$ cat src/rtl/serial_adder_pkg.sv
// Shared definitions for the bit-serial adder sequencer: state encoding and default width.
package serial_adder_pkg;

    localparam int DEFAULT_WIDTH = 8;

    typedef enum logic [1:0] {
        IDLE = 2'd0,
        RUN  = 2'd1,
        DONE = 2'd2
    } state_t;

endpackage

$ cat src/rtl/serial_adder_ctrl_if.sv
// Requester-side bundle of the bit-serial adder: operands and start in, status and result out.
interface serial_adder_ctrl_if #(
    parameter int WIDTH = serial_adder_pkg::DEFAULT_WIDTH
);
    import serial_adder_pkg::*;

    // Handshake: start is taken on any clock edge where the sequencer is IDLE or DONE and
    // ignored while busy; done pulses for one cycle with sum/cout valid, and they hold after.
    logic             start;
    logic [WIDTH-1:0] a;
    logic [WIDTH-1:0] b;
    logic             cin;
    logic             busy;
    logic             done;
    logic [WIDTH-1:0] sum;
    logic             cout;
    state_t           state;

    modport master (
        output start, a, b, cin,
        input  busy, done, sum, cout, state
    );

    modport slave (
        input  start, a, b, cin,
        output busy, done, sum, cout, state
    );

endinterface

$ cat src/rtl/full_adder_cell.sv
// Combinational 1-bit full adder, time-shared by the serial sequencer.
module full_adder_cell (
    input  logic a,
    input  logic b,
    input  logic cin,
    output logic sum,
    output logic cout
);

    assign sum  = a ^ b ^ cin;
    assign cout = (a & b) | (a & cin) | (b & cin);

endmodule

$ cat src/rtl/serial_adder_ctrl.sv
// Adds two WIDTH-bit operands LSB first, one bit per clock, through a single full adder cell.
module serial_adder_ctrl
    import serial_adder_pkg::*;
#(
    parameter int WIDTH = DEFAULT_WIDTH
) (
    input logic          clk,
    input logic          rst,
    serial_adder_ctrl_if.slave bus
);

    localparam int CNT_W = $clog2(WIDTH) + 1;

    state_t           state_q;
    state_t           state_d;
    logic [WIDTH-1:0] a_sh;
    logic [WIDTH-1:0] b_sh;
    logic [WIDTH-1:0] res_sh;
    logic [WIDTH-1:0] res_shift;
    logic [WIDTH-1:0] sum_q;
    logic             cout_q;
    logic             carry;
    logic [CNT_W-1:0] cnt;
    logic             cell_sum;
    logic             cell_cout;
    logic             accept;
    logic             last_bit;

    full_adder_cell u_cell (
        .a    (a_sh[0]),
        .b    (b_sh[0]),
        .cin  (carry),
        .sum  (cell_sum),
        .cout (cell_cout)
    );

    // New sum bit enters at the MSB so the finished word lines up without a final shift.
    if (WIDTH == 1) begin : g_res_one
        assign res_shift = cell_sum;
    end else begin : g_res_wide
        assign res_shift = {cell_sum, res_sh[WIDTH-1:1]};
    end

    assign accept   = bus.start && ((state_q == IDLE) || (state_q == DONE));
    assign last_bit = (cnt == CNT_W'(WIDTH - 1));

    always_comb begin
        state_d = state_q;
        case (state_q)
            IDLE:    if (bus.start) state_d = RUN;
            RUN:     if (last_bit) state_d = DONE;
            DONE:    state_d = bus.start ? RUN : IDLE;
            default: state_d = IDLE;
        endcase
    end

    always_ff @(posedge clk) begin
        if (rst) begin
            state_q <= IDLE;
            a_sh    <= '0;
            b_sh    <= '0;
            res_sh  <= '0;
            carry   <= 1'b0;
            cnt     <= '0;
            sum_q   <= '0;
            cout_q  <= 1'b0;
        end else begin
            state_q <= state_d;
            if (accept) begin
                a_sh  <= bus.a;
                b_sh  <= bus.b;
                carry <= bus.cin;
                cnt   <= '0;
            end else if (state_q == RUN) begin
                a_sh   <= a_sh >> 1;
                b_sh   <= b_sh >> 1;
                res_sh <= res_shift;
                carry  <= cell_cout;
                cnt    <= cnt + CNT_W'(1);
                // Outputs only ever see the completed word, never partial bits.
                if (last_bit) begin
                    sum_q  <= res_shift;
                    cout_q <= cell_cout;
                end
            end
        end
    end

    assign bus.busy  = (state_q == RUN);
    assign bus.done  = (state_q == DONE);
    assign bus.sum   = sum_q;
    assign bus.cout  = cout_q;
    assign bus.state = state_q;

endmodule

$ cat src/flat_wrapper.sv
// flat-port wrapper written by rule: the top's interface ports become plain ports
module serial_adder_ctrl_flat import serial_adder_pkg::*;
#(
    parameter int WIDTH = DEFAULT_WIDTH
)
  (clk, rst, bus_start, bus_a, bus_b, bus_cin, bus_busy, bus_done, bus_sum, bus_cout, bus_state);
  serial_adder_ctrl_if #(.WIDTH(WIDTH)) bus_i ();
  input logic clk;
  input logic rst;
  input wire logic [$bits(bus_i.start)-1:0] bus_start;
  input wire logic [$bits(bus_i.a)-1:0] bus_a;
  input wire logic [$bits(bus_i.b)-1:0] bus_b;
  input wire logic [$bits(bus_i.cin)-1:0] bus_cin;
  output wire logic [$bits(bus_i.busy)-1:0] bus_busy;
  output wire logic [$bits(bus_i.done)-1:0] bus_done;
  output wire logic [$bits(bus_i.sum)-1:0] bus_sum;
  output wire logic [$bits(bus_i.cout)-1:0] bus_cout;
  output wire logic [$bits(bus_i.state)-1:0] bus_state;
  assign bus_i.start = bus_start;
  assign bus_i.a = bus_a;
  assign bus_i.b = bus_b;
  assign bus_i.cin = bus_cin;
  assign bus_busy = bus_i.busy;
  assign bus_done = bus_i.done;
  assign bus_sum = bus_i.sum;
  assign bus_cout = bus_i.cout;
  assign bus_state = bus_i.state;
  serial_adder_ctrl #(.WIDTH(WIDTH)) u_core (.clk(clk), .rst(rst), .bus(bus_i));
endmodule
$ cat config.mk
export PLATFORM = sky130hd
export DESIGN_NAME = serial_adder_ctrl_flat
export DESIGN_NICKNAME = d
export VERILOG_FILES = /design/src/rtl/serial_adder_pkg.sv /design/src/rtl/serial_adder_ctrl_if.sv /design/src/rtl/full_adder_cell.sv /design/src/rtl/serial_adder_ctrl.sv /design/src/flat_wrapper.sv
export SDC_FILE = /design/constraint.sdc
export NUM_CORES = 1
export LEC_CHECK = 0
export BUFFER_PORTS_ARGS = -buffer_cell sky130_fd_sc_hd__buf_2
export CORE_ASPECT_RATIO = 1.4
export CORE_MARGIN = 2
export CORE_UTILIZATION = 35
export CTS_CLUSTER_SIZE = 30
export DETAILED_ROUTE_END_ITERATION = 8
export SLEW_MARGIN = 20
export SYNTH_ARGS = -nofsm -noshare
export SYNTH_HDL_FRONTEND = slang
export SYNTH_SLANG_ARGS = --single-unit
$ cat constraint.sdc
create_clock -name clk -period 1.8 [get_ports clk]
set_input_delay 0.36 -clock clk [delete_from_list [all_inputs] [get_ports clk]]
set_output_delay 0.36 -clock clk [all_outputs]
set_load 0.01 [all_outputs]
-- After elaboration in Yosys (flattened, before gate mapping)
Index checks and enable logic that the tools add are counted.
- add/subtract/negate cells: 1
- equal/unequal tests: 5
- bitwise operators: 8
- mux-type cells: 10
- reductions and logical operators: 8
- operator list (kind ; number):
    two-way mux 8 bit ; 4
    case mux 2 bit (3 select lines) ; 1
    adder 4 x 1 -> 4 bit (second input constant) ; 1
    == test 4 x 3 -> 1 bit (second input constant) ; 1
    two-way mux 2 bit ; 2
    AND reduction 2 bit ; 2
    AND 1 bit ; 3
    two-way mux 1 bit ; 3
    AND reduction 3 bit ; 1
    == test 2 x 1 -> 1 bit (second input constant) ; 1
    == test 2 bit (second input constant) ; 1
    zero test 2 bit ; 1
    inequality test 2 x 1 -> 1 bit (second input constant) ; 1
    inequality test 2 bit (second input constant) ; 1
    OR 1 bit ; 2
    nonzero test 2 bit ; 1
    OR reduction 2 bit ; 1
    bitwise XOR 1 bit ; 2
    logical AND 1 bit ; 1
    logical OR 1 bit ; 1
    inverter 1 bit ; 1
- bits in registers: 40
- output and inout bits: 13
- logic and storage cells: 40

-- Logic depth before layout (Yosys ltp)
Gate-level depths: netlist of run 1.
- word-level depth: 5
- depth in mapped cells: 5
- mapped depth without buffers: 4

-- Modules after synthesis
From an unflattened synthesis of run 1, not the netlist that was laid out.
- cells, all modules: 183
- area total of the unflattened synthesis: 1625.3 sq um
- modules (own cells, without submodules) (module ; cells an instance ; area an instance (sq um) ; instances):
    serial_adder_ctrl ; 182 ; 1605.3 ; 1
    full_adder_cell ; 1 ; 20.0 ; 1

-- Worst setup path after synthesis of run 1
OpenSTA, ideal clock, no wires.
- path kind: register -> output
- start: register u_core.state_q[1], in the netlist u_core.bus.state[1]
- end: output port bus_busy
- stages on the path, launching flop included: 4
- data arrival time: 0.841 ns
- buffers on the path: 1
- slack: 0.599 ns
- required time: 1.440 ns
- cell sequence: dfxtp_1 > nand2b_2 > inv_2 > buf_2
- longest elaborated chain between the ends: 1
- RTL lines (what ; line ; RTL):
    start: declaration ; serial_adder_ctrl.sv:14 ; state_t state_q;
    start signal: assignment ; serial_adder_ctrl.sv:68 ; state_q <= state_d;
    == test 2 x 1 -> 1 bit ; serial_adder_ctrl.sv:89 ; assign bus.busy = (state_q == RUN);
    end: declaration ; flat_wrapper.sv:14 ; output wire logic [$bits(bus_i.busy)-1:0] bus_busy;
No other way between the ends.

-- Final worst setup path of run 1
- start: register u_core.state_q[0], in the netlist u_core.bus.state[0]
- end: output port bus_busy
Same word-level chain as after synthesis.

==> flow_metrics.env, run 1 <==
export IMPL_status="complete, no violations"
export IMPL_dr_first_iter_drc_count=62
export IMPL_start_util=0.361
export IMPL_drtAntennaViolNets=0
export IMPL_hold_violations=0
export IMPL_synth_nets=210
export IMPL_synth_area_leader_cell="dfxtp_1"
export IMPL_endpoint_kind="output port"
export IMPL_synthMostInstantiatedCell="nand2_1"
export IMPL_cts_root_buf="clkbuf_8"
export IMPL_synth_xor_area_frac=0.0107
export IMPL_fp_dieW_um=61.8
export IMPL_setup_viol=0
export IMPL_fmax_mhz=638
export IMPL_htreeDepth=2
export IMPL_relSlewSlack=0.706
export IMPL_required_ns=1.44
export IMPL_synth_simple_area_share=0.263
export IMPL_async_flop_share=0
export IMPL_dr_total_vias=1327
export IMPL_worst_hold_path_type="in2reg"
export IMPL_yosys_register_bits=39
export IMPL_ys_top_cells_by_area="dfxtp_1, nand2_1, nand2b_1"
export IMPL_rows=29
export IMPL_yosys_mux_area_fraction=0.0611
export IMPL_num_nets_final=241
export IMPL_yosys_top_cells_count="nand2_1, dfxtp_1, nand2b_1"
export IMPL_synth_flop_cell="dfxtp_1"
export IMPL_crit_arrival_ns=1.21
export IMPL_via_per_inst=4.71
export IMPL_grt_pass1_vias=1266
export IMPL_period_minus_slack_ns=1.57
export IMPL_grt_overflow=0
export IMPL_die_h_um=84.9
export IMPL_powerDensity_mw_per_mm2=863
export IMPL_worst_pin_slew_ns=0.440
export IMPL_placedCellCount=274
export IMPL_wl_um=3190
export IMPL_die_area_mm2=0.00525
export IMPL_cts_tree="yes"
export IMPL_ys_seq_area_frac=0.477
export IMPL_totalPowerFinal_mw=1.67
export IMPL_dr_pass1_iters=4
export IMPL_synth_edf_count=0
export IMPL_synth_top_family_by_area="simple AND/OR/NAND/NOR gates"
export IMPL_port_buffers=32
export IMPL_r2r_start="u_core.bus.state[0]"
export IMPL_fp_coreArea_mm2=0.00454
export IMPL_drive_gt1_frac=0.209
export IMPL_ios=33
export IMPL_fin_crit_sh=0.871
export IMPL_grt_pass1_wl_um=5650
export IMPL_syn_area_mm2=0.00164
export IMPL_post_drt_wl_per_cell_um=11.3
export IMPL_cts_buffers=5
export IMPL_numClockSinks=39
export IMPL_final_core_util=0.426
export IMPL_yosysUniqueCellTypes=25
export IMPL_final_area_mm2=0.00193
export IMPL_cts_path_max_buffers=2
export IMPL_clk_pin_slew_ns=0.07
export IMPL_ctsHoldBuffers=0
export IMPL_drv_slew=0
export IMPL_clkLatencyLatePin_ns=0.29
export IMPL_place_congestion=0.731
export IMPL_cap_viol_max_count=0
export IMPL_rsz0062_at_grt="false"
export IMPL_dp_hpwl_um=2140
export IMPL_cp_max_fo=13
export IMPL_vdd_drop_max_mv=0.401
export IMPL_tns_ns=0
export IMPL_grt_max_degree=31
export IMPL_min_from="bus_b[7]"
export IMPL_syn_to_final_growth_pct=18.0
export IMPL_path_class="reg2out"
export IMPL_cts_setup_buffers=0
export IMPL_finClkSkew_ns=0.00263
export IMPL_placed_area_mm2=0.00185
export IMPL_diodes=0
export IMPL_yosysTopAreaCellShare=0.477
export IMPL_grtUsageTotal=0.142
export IMPL_leakagePower_nw=0.728
export IMPL_yosysWarnings=0
export IMPL_synthAdderAreaFrac=0.0199
export IMPL_crit_start="u_core.bus.state[0]"
export IMPL_fin_cells=282
export IMPL_startpoint_type="flop"
export IMPL_syn_avg_cell_area_um2=8.71
export IMPL_synth_compound_area_share=0.121
export IMPL_drc=0
export IMPL_netlist_instances=188
export IMPL_post_cts_resized=0
export IMPL_grt_antenna_before_repair=0
-- through the flow --
step,hold slack [ns],setup slack (ns)
after floorplan,0.437,0.599
after global placement,0.446,0.452
after global routing,0.316,0.131
after detailed placement,0.458,0.426
final,0.316,0.232
after CTS,0.311,0.218
-- cells by family (layout without fill, tap and decap cells) --
kind of cell / after synthesis / after routing
AOI/OAI and AO/OA: 29 / 29
xor gates and xnor gates: 2 / 2
muxes: 10 / 10
and+or+nand+nor: 92 / 92
adders and majority gates: 2 / 2
DFF: 39 / 39
buffers and inverters: 14 / 46
-- area by class of cell --
| cell class | count | area [µm²] |
|---|---|---|
| Inverter | 1 | 3.75 |
| Tap cell | 62 | 77.6 |
| Clock inverter | 1 | 5.00 |
| Fill cell | 470 | 2600 |
| Clock buffer | 7 | 76.3 |
| Multi-Input combinational cell | 135 | 779 |
| Sequential cell | 39 | 781 |
| Timing Repair Buffer | 37 | 210 |
-- flip-flops by register name, summed over array words and instances, names as in the netlist --
register and cells:
u_core.bus.sum 8, u_core.carry 1, u_core.bus.state 2, u_core.b_sh 8, u_core.cnt 4, u_core.bus.cout 1, u_core.res_sh 7, u_core.a_sh 8
-- critical path, stage by stage (launching register included) --
cell      delay, ns
dfxtp_1        0.43
nand2b_2       0.09
inv_2          0.21
buf_2          0.19
-- cell usage in the layout (no fill, tap or decap), drive strengths merged, types with 2 or more instances in the layout --
master	n
buf	37
nand2b	21
nor2b	2
nor2	17
nand2	43
a311oi	13
nand3	4
a21oi	13
mux2i	10
clkbuf	7
a22oi	2
dfxtp	39
nor3	2
nand3b	2
-- report_power, final --
group	internal, mW	leakage, nW	switching, mW
logic	0.0795	0.367	0.108
clock network	0.272	0.0422	0.284
registers	0.902	0.318	0.0231
-- routing by layer --
layer,vias to the layer above,wire length (µm),track usage
met5,-,0,0
met1,593,1520,0.176
met3,6,167,0.0473
li1,697,-,-
met2,31,1420,0.216
met4,0,80,0.0696
-- path summary, 6_finish.rpt --
kind | to | slack, ns | cells after the start
max | bus_busy | 0.23 | 3
min | u_core.b_sh[7] | 0.32 | 3
max reg2reg | u_core.bus.cout | 0.41 | 4
min reg2reg | u_core.res_sh[1] | 0.47 | 2
No activity file was read; power rests on OpenSTA's default activity.
==> run 2, diff against run 1 <==
ABC_AREA = 1   (was unset)
RECOVER_POWER = 50   (was unset)
==> flow_metrics.env, run 2 <==
export IMPL_cp_max_fo=5
export IMPL_endpoint_kind="output port"
export IMPL_post_cts_resized=0
export IMPL_grt_overflow=0
export IMPL_fp_coreArea_mm2=0.00480
export IMPL_met2_usage=0.237
export IMPL_netlist_instances=248
export IMPL_period_minus_slack_ns=1.56
export IMPL_fin_crit_sh=0.868
export IMPL_synthMostInstantiatedCell="nand2_1"
export IMPL_fillers=539
export IMPL_min_path_cells=3
export IMPL_grtUsageTotal=0.141
export IMPL_ff_latch_area_um2=781
export IMPL_syn_to_final_growth_pct=17.0
export IMPL_fp_dieW_um=63.5
export IMPL_worst_r2r_setup_slack_ns=0.32
export IMPL_cts_path_max_buffers=2
export IMPL_cap_viol_max_count=0
export IMPL_via_per_inst=4.47
export IMPL_grt_busiest_layer="met2"
export IMPL_rows=30
export IMPL_drc=0
export IMPL_ys_top_cells_by_area="dfxtp_1, nand2_1, nor2_1"
export IMPL_hold_end="u_core.a_sh[7]"
export IMPL_startpoint_type="flop"
export IMPL_yosysTopAreaCellShare=0.450
export IMPL_powerDensity_mw_per_mm2=954
export IMPL_cts_root_buf="clkbuf_8"
export IMPL_r2r_start="u_core.bus.state[0]"
export IMPL_relSlewSlack=0.627
export IMPL_fmax_mhz=640
export IMPL_grt_met1_usage=0.159
export IMPL_ios=33
export IMPL_multiInputGateArea_um2=736
export IMPL_async_flop_share=0
export IMPL_synth_nets=270
export IMPL_yosysWarnings=0
export IMPL_synth_flop_cell="dfxtp_1"
export IMPL_vdd_drop_max_mv=0.620
export IMPL_final_cell_mix="nor2_1, nand2_1, dfxtp_1, inv_1, nand3_1"
export IMPL_ys_seq_area_frac=0.450
export IMPL_grt_pass1_vias=1468
export IMPL_setup_viol=0
export IMPL_min_from="bus_a[7]"
export IMPL_num_nets_final=302
export IMPL_reg2reg_to="u_core.b_sh[3]"
export IMPL_cp_cell_sequence="inv_2, nor2_1, buf_2"
export IMPL_numClockSinks=39
export IMPL_synth_area_leader_cell="dfxtp_1"
export IMPL_htreeDepth=2
export IMPL_grt_antenna_before_repair=0
export IMPL_wl_um=3430
export IMPL_cts_setup_buffers=0
export IMPL_required_ns=1.44
export IMPL_cts_buffers=5
export IMPL_grt_max_degree=31
export IMPL_drv_slew=0
export IMPL_clkLatencyLatePin_ns=0.29
export IMPL_dr_total_vias=1541
export IMPL_syn_avg_cell_area_um2=7.00
export IMPL_port_buffers=32
export IMPL_rsz0062_at_grt="false"
export IMPL_synth_edf_count=0
export IMPL_place_congestion=0.749
export IMPL_post_drt_wl_per_cell_um=9.93
export IMPL_worst_pin_slew_ns=0.559
export IMPL_final_core_util=0.423
export IMPL_slowest_delay_ns=0.46
export IMPL_ctsHoldBuffers=0
export IMPL_grt_use_met3=0.0543
export IMPL_diodes=0
export IMPL_start_util=0.361
export IMPL_path_class="reg2out"
export IMPL_r2r_cells=5
export IMPL_die_h_um=87.3
export IMPL_dr_first_iter_drc_count=46
export IMPL_dp_hpwl_um=2340
export IMPL_die_area_mm2=0.00555
export IMPL_yosys_register_bits=39
export IMPL_worst_hold_path_type="in2reg"
export IMPL_leakagePower_nw=0.895
export IMPL_yosys_top_cells_count="nand2_1, nor2_1, dfxtp_1"
export IMPL_cpMaxStageDelayCell="dfxtp_1"
export IMPL_drtAntennaViolNets=0
export IMPL_finClkSkew_ns=0.00572
export IMPL_clk_pin_slew_ns=0.07
export IMPL_drive_gt1_frac=0.135
export IMPL_crit_arrival_ns=1.20
export IMPL_hold_violations=0
export IMPL_grt_pass1_wl_um=6110
export IMPL_cts_tree="yes"
export IMPL_dr_pass1_iters=4
export IMPL_syn_area_mm2=0.00174
export IMPL_yosysUniqueCellTypes=19
export IMPL_status="complete, no violations"
export IMPL_tns_ns=0
-- run 2: changes by cell type in the layout (fill, tap and decap cells not counted), moves of 10 or more --
cell,delta
inv_1,+33
nand2b_1,-20
clkbuf_1,+10
nand3_1,+21
a311oi_1,-13
nor2_1,+27
o21ai_0,+23
mux2i_1,-10
buf_2,-10
-- run 2: worst max-delay path by stage --
stage                              startpoint                end  slack [ns]  depth (start not counted)
after detailed placement  u_core.bus.state[0]    u_core.bus.cout        0.44                          5
after global routing      u_core.bus.state[0]           bus_busy        0.12                          3
final                     u_core.bus.state[0]           bus_busy        0.24                          3
after global placement    u_core.bus.state[0]  u_core.bus.sum[7]        0.46                          4
after floorplan           u_core.bus.state[0]           bus_busy        0.62                          4
after CTS                 u_core.bus.state[0]           bus_busy        0.25                          3
-- run 2: cell type report --
cell class / count / area share
tap: 64 / 0.0394
clock buffer: 6 / 0.0407
inverter: 35 / 0.0647
multi-input combinational: 161 / 0.362
sequential: 39 / 0.384
clock inverter: 2 / 0.0173
timing repair buffer: 38 / 0.0912
-- run 2: power breakdown --
part	switching, mW	leakage [nW]	internal [mW]
Clock	0.306	0.0612	0.448
Sequential	0.0319	0.319	0.916
Combinational	0.143	0.514	0.0913
-- run 2: cells by family (layout without fill, tap and decap cells) --
kind of cell               count (synthesis)  after routing  share of synthesized area
and+or+nand+nor                          113            113                      0.275
buffers and inverters                     48             81                      0.122
AOI/OAI and AO/OA                         46             46                      0.134
DFF                                       39             39                      0.450
adders and majority gates                  2              2                     0.0187
-- run 2: critical path, delay by kind of cell, from the launching register on --
family / cells / cell delay (ns)
flip-flops: 1 / 0.46
AND/OR/NAND/NOR: 1 / 0.19
buffers and inverters: 2 / 0.25
-- run 2: routing by layer --
| metal | wire (µm) | vias up |
|---|---|---|
| li1 | - | 839 |
| met1 | 1610 | 674 |
| met2 | 1620 | 23 |
| met3 | 135 | 5 |
| met4 | 54 | 0 |
| met5 | 0 | - |
-- run 2: stage by stage --
step,cells,setup slack [ns],power (mW),area [µm²],hold WS [ns]
after detailed placement,337,0.436,1.21,1940,0.451
after floorplan,248,0.620,1.14,1740,0.430
after global routing,345,0.123,2.05,2030,0.308
after global placement,337,0.461,1.21,1940,0.440
final,345,0.238,1.94,2030,0.293
after CTS,345,0.253,1.98,2060,0.288
==> run 3, diff against run 2 <==
CAP_MARGIN = 20   (was unset)
CELL_PAD_IN_SITES_DETAIL_PLACEMENT = 1   (was unset)
CELL_PAD_IN_SITES_GLOBAL_PLACEMENT = 2   (was unset)
CORE_UTILIZATION = 32   (was 35)
PLACE_DENSITY_LB_ADDON = 0.1   (was unset)
==> flow_metrics.env, run 3 (synthesis gave the netlist of run 2 again) <==
export IMPL_startpoint_type="flop"
export IMPL_dr_pass1_iters=4
export IMPL_fp_coreArea_mm2=0.00520
export IMPL_crit_family="buffers and inverters"
export IMPL_p_clk_frac=0.384
export IMPL_dp_hpwl_um=2850
export IMPL_cts_setup_buffers=0
export IMPL_cts_buffers=5
export IMPL_tns_ns=0
export IMPL_swShare=0.264
export IMPL_hold_violations=0
export IMPL_status="complete, no violations"
export IMPL_cp_max_fo=8
export IMPL_fillers=715
export IMPL_die_h_um=91.1
export IMPL_post_cts_resized=0
export IMPL_syn_to_final_growth_pct=18.1
export IMPL_endpoint_kind="output port"
export IMPL_num_nets_final=303
export IMPL_cts_root_buf="clkbuf_8"
export IMPL_grt_max_degree=23
export IMPL_port_buffers=32
export IMPL_diodes=0
export IMPL_clk_pin_slew_ns=0.08
export IMPL_min_from="bus_a[7]"
export IMPL_required_ns=1.44
export IMPL_worstPathBufferInverterCount=2
export IMPL_crit_arrival_ns=1.24
export IMPL_final_cell_mix="nor2_1, nand2_1, dfxtp_1, inv_1, nand3_1"
export IMPL_cts_tree="yes"
export IMPL_post_drt_wl_per_cell_um=11.5
export IMPL_ctsHoldBuffers=0
export IMPL_crit_start="u_core.bus.state[0]"
export IMPL_rows=31
export IMPL_drc=0
export IMPL_dr_total_vias=1607
export IMPL_via_per_inst=4.62
export IMPL_drv_slew=0
export IMPL_worst_slack_ns=0.205
export IMPL_grt_pass1_vias=1604
export IMPL_grt_antenna_before_repair=0
export IMPL_grt_pass1_wl_um=6890
export IMPL_dr_first_iter_drc_count=65
export IMPL_vdd_drop_max_mv=0.335
export IMPL_start_util=0.334
export IMPL_wl_um=4000
export IMPL_cts_path_max_buffers=2
export IMPL_setup_viol=0
export IMPL_finClkSkew_ns=0.0100
export IMPL_pwr_share_seq=0.489
export IMPL_relSlewSlack=0.548
export IMPL_leakagePower_nw=0.897
export IMPL_clkLatencyLatePin_ns=0.30
export IMPL_die_area_mm2=0.00604
export IMPL_cpMaxStageDelayCell="dfxtp_1"
export IMPL_path_class="reg2out"
export IMPL_p_comb_frac=0.127
export IMPL_worst_hold_path_type="in2reg"
export IMPL_fin_crit_sh=0.886
export IMPL_drive_gt1_frac=0.142
export IMPL_dp_slack_ns=0.382
export IMPL_ios=33
export IMPL_cap_viol_max_count=0
export IMPL_grtUsageTotal=0.145
export IMPL_htreeDepth=2
export IMPL_place_congestion=0.674
export IMPL_r2r_start="u_core.bus.state[0]"
export IMPL_rsz0062_at_grt="false"
export IMPL_cp_cell_sequence="clkbuf_1, nor2_1, buf_2"
export IMPL_slowest_delay_ns=0.41
export IMPL_intPower_mw=1.42
export IMPL_powerDensity_mw_per_mm2=944
export IMPL_fmax_mhz=627
export IMPL_period_minus_slack_ns=1.60
export IMPL_grt_overflow=0
export IMPL_fp_dieW_um=66.2
export IMPL_drtAntennaViolNets=0
export IMPL_numClockSinks=39
export IMPL_p_sw_mw=0.512
export IMPL_worst_pin_slew_ns=0.679
-- run 3: cell types whose count changed in the layout (fill, tap and decap cells not counted), sizes merged --
cell	delta
clkinv	+1
-- run 3: power by group through the flow --
stage / registers [mW] / logic [mW] / clock network, mW
after floorplan: 0.959 / 0.186 / 0
after global placement: 0.968 / 0.253 / 0
after detailed placement: 0.968 / 0.257 / 0
after CTS: 0.948 / 0.258 / 0.769
after global routing: 0.955 / 0.290 / 0.804
final: 0.947 / 0.245 / 0.743
-- run 3: stage by stage --
step | cells | hold slack (ns) | instance area (µm²) | util | total power [mW]
3_5_place_dp | 340 | 0.453 | 1960 | 0.378 | 1.22
2_1_floorplan | 248 | 0.430 | 1740 | - | 1.14
5_1_grt | 348 | 0.297 | 2050 | 0.394 | 2.05
6_report | 348 | 0.305 | 2050 | 0.394 | 1.94
3_3_place_gp | 340 | 0.443 | 1960 | 0.378 | 1.22
4_1_cts | 348 | 0.302 | 2080 | 0.399 | 1.98
-- run 3: worst min-delay path, stage by stage --
cell	delay [ns]
buf_2	0.07
nor2_1	0.04
nor2_1	0.09
-- run 3: final timing paths --
kind                 endpoint  slack, ns  cells after the start
max reg2reg    u_core.a_sh[6]       0.26                      6
min reg2reg  u_core.res_sh[1]       0.46                      2
min            u_core.a_sh[7]       0.31                      3
max                  bus_done       0.20                      3
-- run 3: area by class of cell --
| cell class | instances | area [µm²] | area share |
|---|---|---|---|
| inverter | 35 | 131 | 0.0641 |
| clock buffer | 5 | 68.8 | 0.0336 |
| clock inverter | 3 | 43.8 | 0.0214 |
| timing repair buffer | 39 | 201 | 0.0983 |
| multi-input combinational | 161 | 741 | 0.361 |
| sequential | 39 | 781 | 0.381 |
| tap | 66 | 82.6 | 0.0403 |
-- run 3: routing by layer --
layer  vias up  track usage  share of wire
li1        843            -              -
met1       734        0.170           0.47
met2        23        0.247           0.48
met3         7       0.0372          0.035
met4         0       0.0561          0.019
met5         -            0              0
